<file path="config.mk">
export PLATFORM = sky130hd
export DESIGN_NAME = toggle_monitor
export DESIGN_NICKNAME = d
export VERILOG_FILES = /design/src/rtl/toggle_monitor_pkg.sv /design/src/rtl/toggle_edge_detect.sv /design/src/rtl/toggle_monitor.sv
export SDC_FILE = /design/constraint.sdc
export NUM_CORES = 1
export LEC_CHECK = 0
export BUFFER_PORTS_ARGS = -buffer_cell sky130_fd_sc_hd__buf_2
export CAP_MARGIN = 20
export CORE_MARGIN = 2
export CORE_UTILIZATION = 62
export DETAILED_ROUTE_END_ITERATION = 16
export PLACE_DENSITY_LB_ADDON = 0.05
export SLEW_MARGIN = 30
export SYNTH_ARGS = -nofsm -noshare
export SYNTH_HDL_FRONTEND = slang
export SYNTH_SLANG_ARGS = --single-unit
</file>
<file path="constraint.sdc">
create_clock -name clk -period 3.4 [get_ports clk]
set_input_delay 0.17 -clock clk [delete_from_list [all_inputs] [get_ports clk]]
set_output_delay 0.17 -clock clk [all_outputs]
set_load 0.005 [all_outputs]
</file>
<file path="src/rtl/toggle_monitor_pkg.sv">
// rtl/toggle_monitor_pkg.sv - shared types, defaults and width helper for toggle_monitor
package toggle_monitor_pkg;

  typedef enum logic [1:0] {
    IDLE    = 2'd0,
    MEASURE = 2'd1,
    REPORT  = 2'd2
  } tm_state_e;

  localparam int unsigned DEF_NUM_CH = 4;
  localparam int unsigned DEF_CNT_W  = 8;
  localparam int unsigned DEF_WINDOW = 256;

  // Window counter never narrower than one bit, even for tiny windows.
  function automatic int unsigned win_cnt_w(input int unsigned window);
    int unsigned w;
    w = $clog2(window);
    return (w < 1) ? 1 : w;
  endfunction

endpackage

</file>
<file path="src/rtl/toggle_edge_detect.sv">
// rtl/toggle_edge_detect.sv - per-channel input stage and rising-edge pulse
// TOGGLE_MONITOR_SYNC_EN selects a 2-flop synchronizer instead of a single register stage.
module toggle_edge_detect
  import toggle_monitor_pkg::*;
(
  input  logic clk,
  input  logic rst_n,
  input  logic tog,
  output logic rise
);

  logic cur;
  logic prev;

`ifdef TOGGLE_MONITOR_SYNC_EN
  logic meta;

  always_ff @(posedge clk or negedge rst_n) begin
    if (!rst_n) begin
      meta <= 1'b0;
      cur  <= 1'b0;
    end else begin
      meta <= tog;
      cur  <= meta;
    end
  end
`else
  always_ff @(posedge clk or negedge rst_n) begin
    if (!rst_n) begin
      cur <= 1'b0;
    end else begin
      cur <= tog;
    end
  end
`endif

  always_ff @(posedge clk or negedge rst_n) begin
    if (!rst_n) begin
      prev <= 1'b0;
    end else begin
      prev <= cur;
    end
  end

  assign rise = cur & ~prev;

endmodule

</file>
<file path="src/rtl/toggle_monitor.sv">
// rtl/toggle_monitor.sv - windowed per-channel rising-edge counter with valid/ready snapshot
// Input stage depth depends on TOGGLE_MONITOR_SYNC_EN (see toggle_edge_detect).
module toggle_monitor
  import toggle_monitor_pkg::*;
#(
  parameter int unsigned NUM_CH = DEF_NUM_CH,
  parameter int unsigned CNT_W  = DEF_CNT_W,
  parameter int unsigned WINDOW = DEF_WINDOW
) (
  input  logic                    clk,
  input  logic                    rst_n,
  input  logic                    en,
  input  logic [NUM_CH-1:0]       tog_i,
  output logic [NUM_CH*CNT_W-1:0] cnt_o,
  output logic [NUM_CH-1:0]       sat_o,
  output logic                    valid_o,
  input  logic                    ready_i,
  output logic                    busy_o
);

  localparam int unsigned       WIN_W    = win_cnt_w(WINDOW);
  localparam logic [WIN_W-1:0]  WIN_LAST = WIN_W'(WINDOW - 1);
  localparam logic [CNT_W-1:0]  CNT_MAX  = '1;

  tm_state_e                     state;
  tm_state_e                     state_next;
  logic [WIN_W-1:0]              win_cnt;
  logic [NUM_CH-1:0]             rise;
  logic [NUM_CH-1:0][CNT_W-1:0]  cnt;
  logic [NUM_CH-1:0][CNT_W-1:0]  cnt_next;
  logic [NUM_CH-1:0]             sat;
  logic [NUM_CH-1:0]             sat_next;
  logic                          win_done;
  logic                          xfer;

  for (genvar k = 0; k < NUM_CH; k++) begin : g_ch
    toggle_edge_detect u_edge (
      .clk  (clk),
      .rst_n(rst_n),
      .tog  (tog_i[k]),
      .rise (rise[k])
    );
  end

  assign win_done = (win_cnt == WIN_LAST);
  assign xfer     = valid_o & ready_i;

  // Dropping en aborts a window outright; a pending report is always delivered first.
  always_comb begin
    state_next = state;
    case (state)
      IDLE:    if (en) state_next = MEASURE;
      MEASURE: begin
        if (!en)          state_next = IDLE;
        else if (win_done) state_next = REPORT;
      end
      REPORT:  if (xfer) state_next = en ? MEASURE : IDLE;
      default: state_next = IDLE;
    endcase
  end

  always_comb begin
    cnt_next = cnt;
    sat_next = sat;
    for (int k = 0; k < NUM_CH; k++) begin
      if (rise[k]) begin
        if (cnt[k] == CNT_MAX) sat_next[k] = 1'b1;
        else                   cnt_next[k] = cnt[k] + 1'b1;
      end
    end
  end

  always_ff @(posedge clk or negedge rst_n) begin
    if (!rst_n) begin
      state   <= IDLE;
      win_cnt <= '0;
      cnt     <= '0;
      sat     <= '0;
      cnt_o   <= '0;
      sat_o   <= '0;
      valid_o <= 1'b0;
      busy_o  <= 1'b0;
    end else begin
      state   <= state_next;
      busy_o  <= (state_next == MEASURE);
      valid_o <= (state_next == REPORT);

      if (state == MEASURE && state_next == MEASURE) win_cnt <= win_cnt + 1'b1;
      else                                           win_cnt <= '0;

      // Working counters only hold data inside MEASURE, so they re-enter it cleared.
      if (state == MEASURE) begin
        cnt <= cnt_next;
        sat <= sat_next;
      end else begin
        cnt <= '0;
        sat <= '0;
      end

      // Snapshot uses next-values so an event on the last window cycle is included.
      if (state == MEASURE && state_next == REPORT) begin
        cnt_o <= cnt_next;
        sat_o <= sat_next;
      end
    end
  end

endmodule

</file>
==> Yosys cells after proc, flatten, opt, wreduce, memory -nomap -nowiden <==
Cells that the tools add are included.
Widths: inputs -> output; s select.
{ "totals": {"register_bits": 92, "in_bits": 8, "output_inout_bits": 38} }
{ "op_classes": {"n_addsub": 5, "n_eq_ne": 9, "muxes": 25, "bitwise_logic": 9, "n_reduce_logical": 3} }
{ "op_table": {"columns": ["op", "count"], "rows": [
  ["$mux 8", 9],
  ["$add 8x1->8 const B", 5],
  ["$eq 8x8->1 const B", 5],
  ["$mux 32", 1],
  ["$mux 1", 9],
  ["$mux 2", 4],
  ["$pmux 2 s3", 1],
  ["$and 1x1->1", 5],
  ["$eq 2x1->1 const B", 2],
  ["$eq 2x2->1 const B", 2],
  ["$mux 4", 1],
  ["$not 1->1", 4],
  ["$logic_and 1x1->1", 2],
  ["$logic_not 2->1", 1]
]} }

==> Longest topological paths before layout <==
Gate-level depths: netlist of run 1.
{ "depth": {"word_depth": 7, "depth_mapped": 7, "mapped_depth_nobuf": 5} }

==> Modules after synthesis <==
A second synthesis of run 1 with hierarchy kept.
{ "unflattened": {"cells_unflattened": 365, "area_unflattened_um2": 3875.0} }
{ "by_module_without_submodules": {"columns": ["mod", "instances", "cells_each", "area_per_inst_um2", "seq_area_each_um2"], "rows": [
  ["toggle_monitor", 1, 353, 3619.7, 2102.0],
  ["toggle_edge_detect", 4, 3, 63.8, 50.0]
]} }

==> Worst setup path after synthesis of run 1 <==
OpenSTA, ideal clock, no wires.
{ "synth_path": {"kind": "register -> register", "from": "register win_cnt[0]", "to": "register cnt_o[15]", "setup_ns": 0.092, "arrival_time_ns": 1.570, "required_ns": 3.308, "path_slack_ns": 1.738, "stages_incl_launch_ff": 7, "n_path_buf": 2, "path_cell_list": "dfrtp_1 ha_1 nand4_2 or3_1 buf_2 buf_6 o31ai_2"} }
{ "synth_between": {"elab_chain_cells": 6} }
{ "synth_lines": {"columns": ["element", "line", "source"], "rows": [
  ["from (decl)", "toggle_monitor.sv:27", "logic [WIN_W-1:0] win_cnt;"],
  ["from (signal assigned)", "toggle_monitor.sv:88", "if (state == MEASURE && state_next == MEASURE) win_cnt <= win_cnt + 1'b1;"],
  ["$eq 8x8->1", "toggle_monitor.sv:45", "assign win_done = (win_cnt == WIN_LAST);"],
  ["$mux 2", "toggle_monitor.sv:55", "else if (win_done) state_next = REPORT;"],
  ["$mux 2", "toggle_monitor.sv:54", "if (!en) state_next = IDLE;"],
  ["$pmux 2 s3", "toggle_monitor.sv:51", "case (state)"],
  ["$eq 2x2->1", "toggle_monitor.sv:101", "if (state == MEASURE && state_next == REPORT) begin"],
  ["$logic_and 1x1->1", "toggle_monitor.sv:101", null],
  ["to (signal assigned)", "toggle_monitor.sv:102", "cnt_o <= cnt_next;"],
  ["to (decl)", "toggle_monitor.sv:14", "output logic [NUM_CH*CNT_W-1:0] cnt_o,"]
]} }
No other way between the ends.
A chain may end at the register's enable or synchronous reset.

==> Worst setup path after layout of run 1 <==
{ "layout_path": {"from": "register win_cnt[0]", "to": "register cnt_o[2]"} }
The elaborated chain is that of the path after synthesis.

==> metrics, run 1 <==
clock sinks 92; Pwr Density 438 mW/mm^2; Worst Path Buf+Inv 0; # setup viols final 0; die width 83.9 um; core area 0.00628 sq mm; family with the most delay on the worst path simple AND/OR/NAND/NOR gates; Clock transition at path regs 0.09 ns; Yosys top cell area share 58.1%; EDFF count, synth 0; DP HPWL 4560 um; detailed-route DRC error count 0; vias in the first global route 2,726; CP Class flip-flop to flip-flop; vias 2,810; main area contributors after synthesis dfrtp_1, nor2_1, nand2_1; antenna viol nets, final 0; asr flop ratio synth 100%; Post-Syn Instances 370; outcome finished, final reports clean; Die Height 83.9 um; crit path to cnt_o[2]; Hold Vio Cnt, Final 0; CP arrival 2.53 ns; Setup Skew 0.0102 ns; Routed WL 6870 um; sequential-to-total area share from yosys stat 58.1%; proportion of layout cells with a drive suffix above 1 17.4%; yosys synthesis warning count 0; Final Cycle Share 65.9%; R2R cell count 5; Syn Std Cell Area 0.00396 sq mm; GRT Total Usage 21.4%; CTS tree done; global-route wire length before repair 12,200 um; cts bufs inserted 9; largest net degree at the start of global routing 93; leakage 2.25 nW; PortBufs 45; Least-Margin Pin Slew 0.904 ns; Pre-antenna DRT Iters 4; Top Ports 46; Slowest Stage Delay on Critical Path 0.88 ns; slowest cell on the critical path or3_2; CTS H-tree lvls 3; drt wl/cell 13.8 um; setup_tns 0 ns; Worst R2R Start win_cnt[0]; CP max FO 54; Slew HR 39.7%; Peak VDD IR 309 uV; CTS Root Cell clkbuf_8; # rows 29; vias per cell 5.65; Final Util 71.4%; worst r2r dst cnt_o[2]; Die ar. 0.00704 sq mm; # resized after CTS 0; fmax 446 MHz; unrepaired setup endpoints after global routing no; CP endpoint kind flip-flop; synth-to-layout area growth 13.2%; CP startpoint win_cnt[0]; Initial Util 63.1%; diode count 0; Yosys cell types 42; clk buf depth 2; Fillers 478; Worst path depth 5; synthesized flop and latch total 92; most common flop cell mapped by yosys dfrtp_1; R2R Setup Slk 1.16 ns; GRT Residual Overflow 0; area of the multi-input gates 0.00156 sq mm; largest area contributor in the netlist dfrtp_1; initial antenna violation count 0; register area 0.00230 sq mm; average cell area after synthesis 10.7 sq um; worst-path cell chain ha_1 -> nand4_2 -> or3_2 -> a211oi_1 -> a21o_1; minimum clock period after layout 2.24 ns; # nets final 428; Worst Setup Start Kind flip-flop; Hold Crit Class primary input to flip-flop; max_cap viols 0; GP Congestion 0.759; initial DRC count 150; Max Slew Vio Count 0; Clock Latency Late Sink 0.35 ns; required time of the critical path 3.68 ns; Post-Syn Nets 383
## cells by family (layout without fill, tap and decap cells)
family	after synthesis	in the layout	synth area share [%]
simple gates	147	147	18.3
flops	92	92	58.1
compound gates	78	78	13.2
buf+inv	22	72	2.46
mux	16	16	4.08
xor+xnor	10	10	2.21
fa+ha+maj	5	5	1.58
## metal layers
layer  vias to the layer above  share of wire, %  track usage, %
li1                       1404                 -               -
met1                      1354                48            28.1
met3                        12               2.8            3.86
met4                         0               2.0            9.53
met2                        40                47            35.0
met5                         -                 0               0
## worst min-delay path by stage
stage	start	end	slack (ns)	cells past startpoint
after floorplan	rst_n	busy_o	-0.13	0
after global placement	tog_i[2]	g_ch[2].u_edge.cur	0.28	1
after detailed placement	tog_i[0]	g_ch[0].u_edge.cur	0.28	1
after CTS	en	busy_o	0.08	3
after global routing	en	state[0]	0.14	3
final	en	busy_o	0.11	3
## state kept, by name, summed over array words and instances, names as in the netlist
name and flops:
cnt_o 32, win_cnt 8, g_ch.u_edge.prev 4, g_ch.u_edge.cur 4, sat_o 4, cnt 32
valid_o 1, busy_o 1, sat 4, state 2
## final cells by class
class,instances,share of cell area [%]
clock buffers,11,3.38
clock inverters,5,1.34
well taps,77,2.15
inverters,5,0.419
flip-flops and latches,92,51.4
multi-input cells,256,34.9
repair buffers,51,6.45
## layout by cell type (no fill, tap or decap), types with 3 or more instances in the layout
cell           Yosys  routed
mux2i_1           15      15
nor2_1            44      44
nand2_1           42      42
nand3_1           13      13
a21oi_1           16      16
clkbuf_8           0      11
and2_1             5       5
o21ai_1            4       4
xor2_1             7       7
a21o_1             6       6
a311oi_1           4       4
and4b_1            4       4
buf_2              6      44
ha_1               5       5
and4_1             4       4
dfrtp_1           92      92
inv_1              5       5
nand4_1            5       5
and3_1             6       6
and3b_1            3       3
xnor2_1            3       3
a21boi_0           3       3
dlygate4sd3_1      0       5
a211oi_1           6       6
o21ai_0           18      18
o31ai_2            4       4
a31oi_1            8       8
nand2b_1           5       4
nor3_1             7       7
## cell usage after synthesis (all sizes together) (3+ instances only)
cell type  instances
a211oi             8
a21boi             3
a21o               6
a21oi             16
a311oi             4
a31oi              8
and2               5
and3               6
and3b              3
and4               4
and4b              4
buf                7
clkbuf            10
dfrtp             92
ha                 5
inv                5
mux2i             15
nand2             42
nand2b             5
nand3             13
nand4              6
nor2              44
nor3               8
o21ai             22
o31ai              4
xnor2              3
xor2               7
## per-stage QoR
stage	setup WS (ns)	area (sq um)	power [mW]	hold WS, ns	std cells
global placement	1.25	4220	1.23	0.278	476
detailed placement	1.19	4220	1.24	0.279	476
CTS	1.16	4480	1.99	0.0828	497
global route	1.01	4480	2.04	0.137	497
finish	1.16	4480	1.96	0.108	497
floorplan	1.74	3960	1.19	-0.126	370
## worst min-delay path, stage by stage
cell and delay [ns]:
buf_2 0.10, nand2b_1 0.08, o21ai_0 0.07
## report_power, final
part | internal [mW] | total (mW) | switching, mW
Clock | 0.381 | 0.746 | 0.365
Sequential | 1.11 | 1.13 | 0.0154
Combinational | 0.0263 | 0.0910 | 0.0647
Total | 1.52 | 1.96 | 0.445
## timing repair
action	CTS	global route
hold buffers	5	0
endpoints found under the setup margin	0	0
endpoints found under the hold margin	96	0
setup buffers	0	0
Power figures use the tool's default switching activity.
==> inputs of run 2 (changes only) <==
Settings changed: ABC_AREA set to 1, CORE_UTILIZATION 62 to 53.
Clock period 3.4 ns to 2.02 ns, I/O delays scaled along.
==> metrics, run 2 <==
outcome finished, final reports clean; CP endpoint kind flip-flop; Post-Syn Nets 532 (+39%); unrepaired setup endpoints after global routing no; Sw Share 24.6% (+2.0 points); met3 WL 217 um (+12%); fin cells 683 (+37%); critical hold path startpoint en; Hold Vio Cnt, Final 0 (unchanged); leading cell types in the layout, fill and taps excluded nand2_1, dfrtp_1, nor2_1, inv_1, nand3_1; top sig layer met4; CP arrival 1.94 ns (-0.59 ns); main area contributors after synthesis dfrtp_1, nand2_1, nor2_1; Post-CTS Setup Repair Bufs 0 (unchanged); synth-to-layout area growth 13.0%; # nets final 589 (+38%); core area 0.00777 sq mm (+24%); Hold Crit Class primary input to flip-flop; # rows 32 (+10%); CTS Root Cell clkbuf_8; Pwr Density 699 mW/mm^2 (+60%); max_cap viols 0 (unchanged); fmax 603 MHz (+35%); R2R Setup Slk 0.36 ns (-0.80 ns); Peak VDD IR 340 uV (+9.8%); placed cells 662 (+39%); die width 93.7 um (+12%); Clock transition at path regs 0.08 ns (about the same); Post-Syn Instances 519 (+40%); antenna viol nets, final 0 (unchanged); # setup viols final 0 (unchanged); clock network power share 35.2% (-2.8 points); Top Ports 46 (unchanged); Die ar. 0.00879 sq mm (+25%); hold path cells 3 (unchanged); detailed-route DRC error count 0 (unchanged); initial DRC count 89 (-41%); worst r2r dst cnt_o[20]; vias per cell 4.94 (-13%); most common flop cell mapped by yosys dfrtp_1; CTS tree done; Worst Setup Start Kind flip-flop; Yosys top cell area share 53.9% (-4.2 points); Reg power frac 57.1% (-0.3 points); worst min-delay path endpoint state[0]; Fillers 702 (+47%); Final Cycle Share 82.1% (+16 points); R2R cell count 8 (+3); Die Height 93.7 um (+12%); top-count cell post-synth nand2_1; Worst R2R Start win_cnt[0]; met2 wire len 3830 um (+18%); cts bufs inserted 9 (unchanged); GP Congestion 0.860 (+13%); clk buf depth 2 (unchanged); Yosys cell types 26 (-38%); EDFF count, synth 0 (unchanged); vias in the first global route 3,424 (+26%); Largest regs cnt: 32 flops, cnt_o: 32 flops, win_cnt: 8 flops; Clock Latency Late Sink 0.35 ns (about the same); Pint 2.54 mW (+67%); leakage 2.47 nW (+9.8%); CTS H-tree lvls 3 (unchanged); DP HPWL 5650 um (+24%); sw power 831 uW (+87%); vias 3,377 (+20%); Slew HR 58.8% (+19 points); commonest non-fill, non-tap cell in the layout nand2_1; Pre-antenna DRT Iters 4 (unchanged); Routed WL 8100 um (+18%); PortBufs 45 (unchanged); CP Class flip-flop to flip-flop; clock sinks 92 (unchanged); initial antenna violation count 0 (unchanged); global-route wire length before repair 14,800 um (+21%); minimum clock period after layout 1.66 ns (-0.583 ns); required time of the critical path 2.30 ns (-1.38 ns); diode count 0 (unchanged); Synth top cells by count nand2_1, dfrtp_1, nor2_1; Initial Util 54.9% (-8.1 points); GRT Total Usage 20.8% (-0.58 points); proportion of layout cells with a drive suffix above 1 14.8% (-2.6 points); largest area contributor in the netlist dfrtp_1; average cell area after synthesis 8.22 sq um (-23%); largest net degree at the start of global routing 55 (-41%); Max Slew Vio Count 0 (unchanged); asr flop ratio synth 100% (unchanged); combinational power share 7.7% (+3.1 points); setup_tns 0 ns (unchanged); Least-Margin Pin Slew 0.617 ns (-0.286 ns); synthesized flop and latch total 92 (unchanged); drt wl/cell 11.9 um (-14%); met1 wire length 3870 um (+17%); CP max FO 54 (unchanged); Setup Skew 0.0111 ns (+0.000872 ns); yosys synthesis warning count 0 (unchanged); sequential-to-total area share from yosys stat 53.9% (-4.2 points); GRT Residual Overflow 0 (unchanged); Syn Std Cell Area 0.00427 sq mm (+7.8%)
[run 2: how the worst max path moves through the flow]
stage | from | end | slack [ns]
detailed placement | win_cnt[0] | cnt_o[20] | 0.02
global placement | win_cnt[0] | cnt_o[12] | 0.09
global route | win_cnt[0] | cnt_o[10] | 0.16
floorplan | win_cnt[0] | cnt_o[14] | 0.61
CTS | win_cnt[0] | cnt_o[20] | 0.33
finish | win_cnt[0] | cnt_o[20] | 0.36
[run 2: through the flow]
step | util, % | area (sq um) | setup slack (ns) | total power [mW] | hold WS [ns]
CTS | 62.1 | 4820 | 0.325 | 3.42 | 0.0523
finish | 62.1 | 4820 | 0.361 | 3.37 | 0.0608
global route | 62.1 | 4820 | 0.163 | 3.53 | 0.101
floorplan | - | 4270 | 0.613 | 2.11 | -0.195
global placement | 59.1 | 4590 | 0.0903 | 2.21 | 0.155
detailed placement | 59.1 | 4590 | 0.0165 | 2.22 | 0.165
[run 2: cells by family (layout without fill, tap and decap cells)]
| logic type | after synthesis | after routing | synth area share (%) |
|---|---|---|---|
| compound gates | 36 | 36 | 5.48 |
| fa+ha+maj | 5 | 5 | 1.47 |
| xor+xnor | 8 | 8 | 1.64 |
| simple gates | 314 | 314 | 30.5 |
| flops | 92 | 92 | 53.9 |
| buf+inv | 64 | 126 | 6.95 |
[run 2: power by group through the flow]
stage          clock network, mW  registers (mW)  logic (mW)
2_1_floorplan                  0            1.95       0.153
5_1_grt                     1.29            1.93       0.305
6_report                    1.19            1.92       0.260
3_5_place_dp                   0            1.96       0.259
4_1_cts                     1.22            1.92       0.267
3_3_place_gp                   0            1.96       0.252
[run 2: final cells by class]
| class | instances | area [sq um] | area share, % |
|---|---|---|---|
| Clock buffer | 12 | 135 | 2.80 |
| Clock inverter | 4 | 50.0 | 1.04 |
| Multi-Input combinational cell | 363 | 1670 | 34.6 |
| Tap cell | 102 | 128 | 2.65 |
| Sequential cell | 92 | 2300 | 47.7 |
| Inverter | 54 | 205 | 4.25 |
| Timing Repair Buffer | 56 | 335 | 6.95 |
[run 2: worst max-delay path, stage by stage, from the launching register on]
cell and delay (ns):
dfrtp_1 0.40, ha_1 0.22, nand2_2 0.10, nor2_4 0.05, nand4_2 0.10, nor2_4 0.05
inv_4 0.44, nand2_1 0.15, o21ai_2 0.08
[run 2: repair_timing]
item                                    4_1_cts  5_1_grt
hold buffers                                  5        0
endpoints found under the setup margin        1        0
hold endpoints to repair                     50        0
gates resized for setup                       1        0
[run 2: metal layers]
| metal | vias up | GRT usage, % |
|---|---|---|
| li1 | 1741 | - |
| met1 | 1574 | 27.3 |
| met2 | 46 | 34.9 |
| met3 | 16 | 3.13 |
| met4 | 0 | 8.21 |
| met5 | - | 0 |
==> inputs of run 3 (changes only) <==
Settings changed: ABC_AREA 1 to 0, CORE_UTILIZATION 53 to 58.
Clock period 2.02 ns to 1.67 ns, I/O delays scaled along.
==> metrics, run 3 (same netlist as run 1, synthesis figures left out) <==
outcome finished, final reports clean; # setup viols final 0 (unchanged); Pwr Density 866 mW/mm^2 (+24%); Final Util 70.6% (+8.5 points); max_cap viols 0 (unchanged); GRT Residual Overflow 0 (unchanged); Max Slew Vio Count 0 (unchanged); minimum clock period after layout 1.61 ns (-0.0444 ns); R2R cell count 5 (-3); largest net degree at the start of global routing 93 (+69%); DP HPWL 5080 um (-10%); post-route setup slack 0.0555 ns (-0.306 ns); PortBufs 45 (unchanged); Final Cycle Share 96.7% (+15 points); Die Height 86.6 um (-7.6%); total power 4.08 mW (+21%); synth-to-layout area growth 19.1%; diode count 0 (unchanged); cts bufs inserted 9 (unchanged); Worst Setup Start Kind flip-flop; CTS H-tree lvls 3 (unchanged); CP max FO 36 (-33%); worst r2r dst cnt_o[7]; required time of the critical path 1.92 ns (-0.38 ns); CP endpoint kind flip-flop; met3 Use GR 6.48% (+3.3 points); Hold Crit Class primary input to flip-flop; GR Layer Usage met1 28.3% (+1.0 points); CP Class flip-flop to flip-flop; CP arrival 1.87 ns (-0.07 ns); clock sinks 92 (unchanged); GRT Total Usage 21.9% (+1.1 points); fin cells 523 (-23%); unrepaired setup endpoints after global routing yes; Least-Margin Pin Slew 0.471 ns (-0.147 ns); leading cell types in the layout, fill and taps excluded dfrtp_1, nor2_1, buf_2, nand2_1, buf_4; # nets final 453 (-23%); final instance area 0.00472 sq mm (-2.2%); Fillers 527 (-25%); Initial Util 59.3% (+4.3 points); drt wl/cell 14.5 um (+22%); Hold Vio Cnt, Final 0 (unchanged); DP Area 0.00442 sq mm (-3.7%); fmax 619 MHz (+2.7%); detailed-route DRC error count 0 (unchanged); proportion of layout cells with a drive suffix above 1 22.3% (+7.5 points); Peak VDD IR 609 uV (+79%); GP Congestion 0.758 (-12%); setup_tns 0 ns (unchanged); placed cells 502 (-24%); Setup Skew 0.00920 ns (-0.00186 ns); Hold WS 0.0327 ns (-0.0282 ns); global-route wire length before repair 13,000 um (-12%); commonest non-fill, non-tap cell in the layout dfrtp_1; Slew HR 68.6% (+9.8 points); initial DRC count 80 (-10%); die width 86.6 um (-7.6%); R2R Setup Slk 0.06 ns (-0.31 ns); crit path to cnt_o[7]; CTS Root Cell clkbuf_8; Global Route met2 Usage 36.0% (+1.1 points); CTS tree done; pre-CTS setup slack -0.164 ns (-0.181 ns); Die ar. 0.00750 sq mm (-15%); core area 0.00668 sq mm (-14%); Pre-antenna DRT Iters 4 (unchanged); initial antenna violation count 0 (unchanged); vias per cell 5.63 (+14%); vias 2,943 (-13%); antenna viol nets, final 0 (unchanged); Worst R2R Start win_cnt[1]; Largest regs cnt: 32 flops, cnt_o: 32 flops, win_cnt: 8 flops; Clock transition at path regs 0.08 ns (about the same); clk buf depth 2 (unchanged); Top Ports 46 (unchanged); Clock Latency Late Sink 0.34 ns (about the same); leakage 2.38 nW (-3.6%); GRT Max-Usage Layer met2; CP startpoint win_cnt[1]; # rows 30 (-6.3%); Routed WL 7570 um (-6.5%); vias in the first global route 2,869 (-16%)
[run 3: cell count changes in the layout (fill, tap and decap cells not counted), moves of 12 or more]
cell | before | now
nand3_1 | 46 | 13
nand2_1 | 174 | 42
nor2_1 | 74 | 44
inv_1 | 51 | 5
o21ai_2 | 13 | 1
mux2i_1 | 0 | 13
buf_4 | 6 | 24
[run 3: worst min-delay path by stage]
stage               start             endpoint  slack (ns)  cells after the start
global route           en               busy_o        0.03                      3
floorplan           rst_n               busy_o       -0.21                      0
detailed placement  rst_n  g_ch[1].u_edge.prev        0.17                      2
finish                 en               busy_o        0.03                      3
CTS                    en               busy_o        0.01                      3
global placement    rst_n  g_ch[1].u_edge.prev        0.17                      2
[run 3: where the power goes]
group	total [mW]	switching, mW	internal (mW)
logic	0.231	0.145	0.0862
clock network	1.56	0.692	0.870
registers	2.29	0.0273	2.26
total	4.08	0.864	3.22
[run 3: layout make-up]
class	count	area, sq um	area share, %
repair buffers	76	502	10.6
inverters	5	18.8	0.398
multi-input cells	256	1590	33.7
clock inverters	2	60.1	1.27
flip-flops and latches	92	2300	48.8
well taps	80	100	2.12
clock buffers	12	145	3.08
[run 3: timing repair]
item                                   in CTS  in global routing
endpoints found under the hold margin      96                  0
hold buffers                                5                  0
pin swaps                                   1                  2
setup buffers                               0                  2
resized for setup                           1                 11
setup endpoints to repair                  27                 29
[run 3: worst max-delay path: stages, from the launching register on]
cell,delay (ns)
dfrtp_1,0.36
ha_2,0.19
nand4_2,0.11
or3_4,0.41
buf_12,0.20
o31ai_2,0.25
[run 3: layer usage]
metal  wire, um  part of all wire [%]  vias to the layer above
met5          0                     0                        -
met4        119                   1.6                        0
met3        256                   3.4                        8
met2       3690                    49                       49
met1       3500                    46                     1442
li1           -                     -                     1444
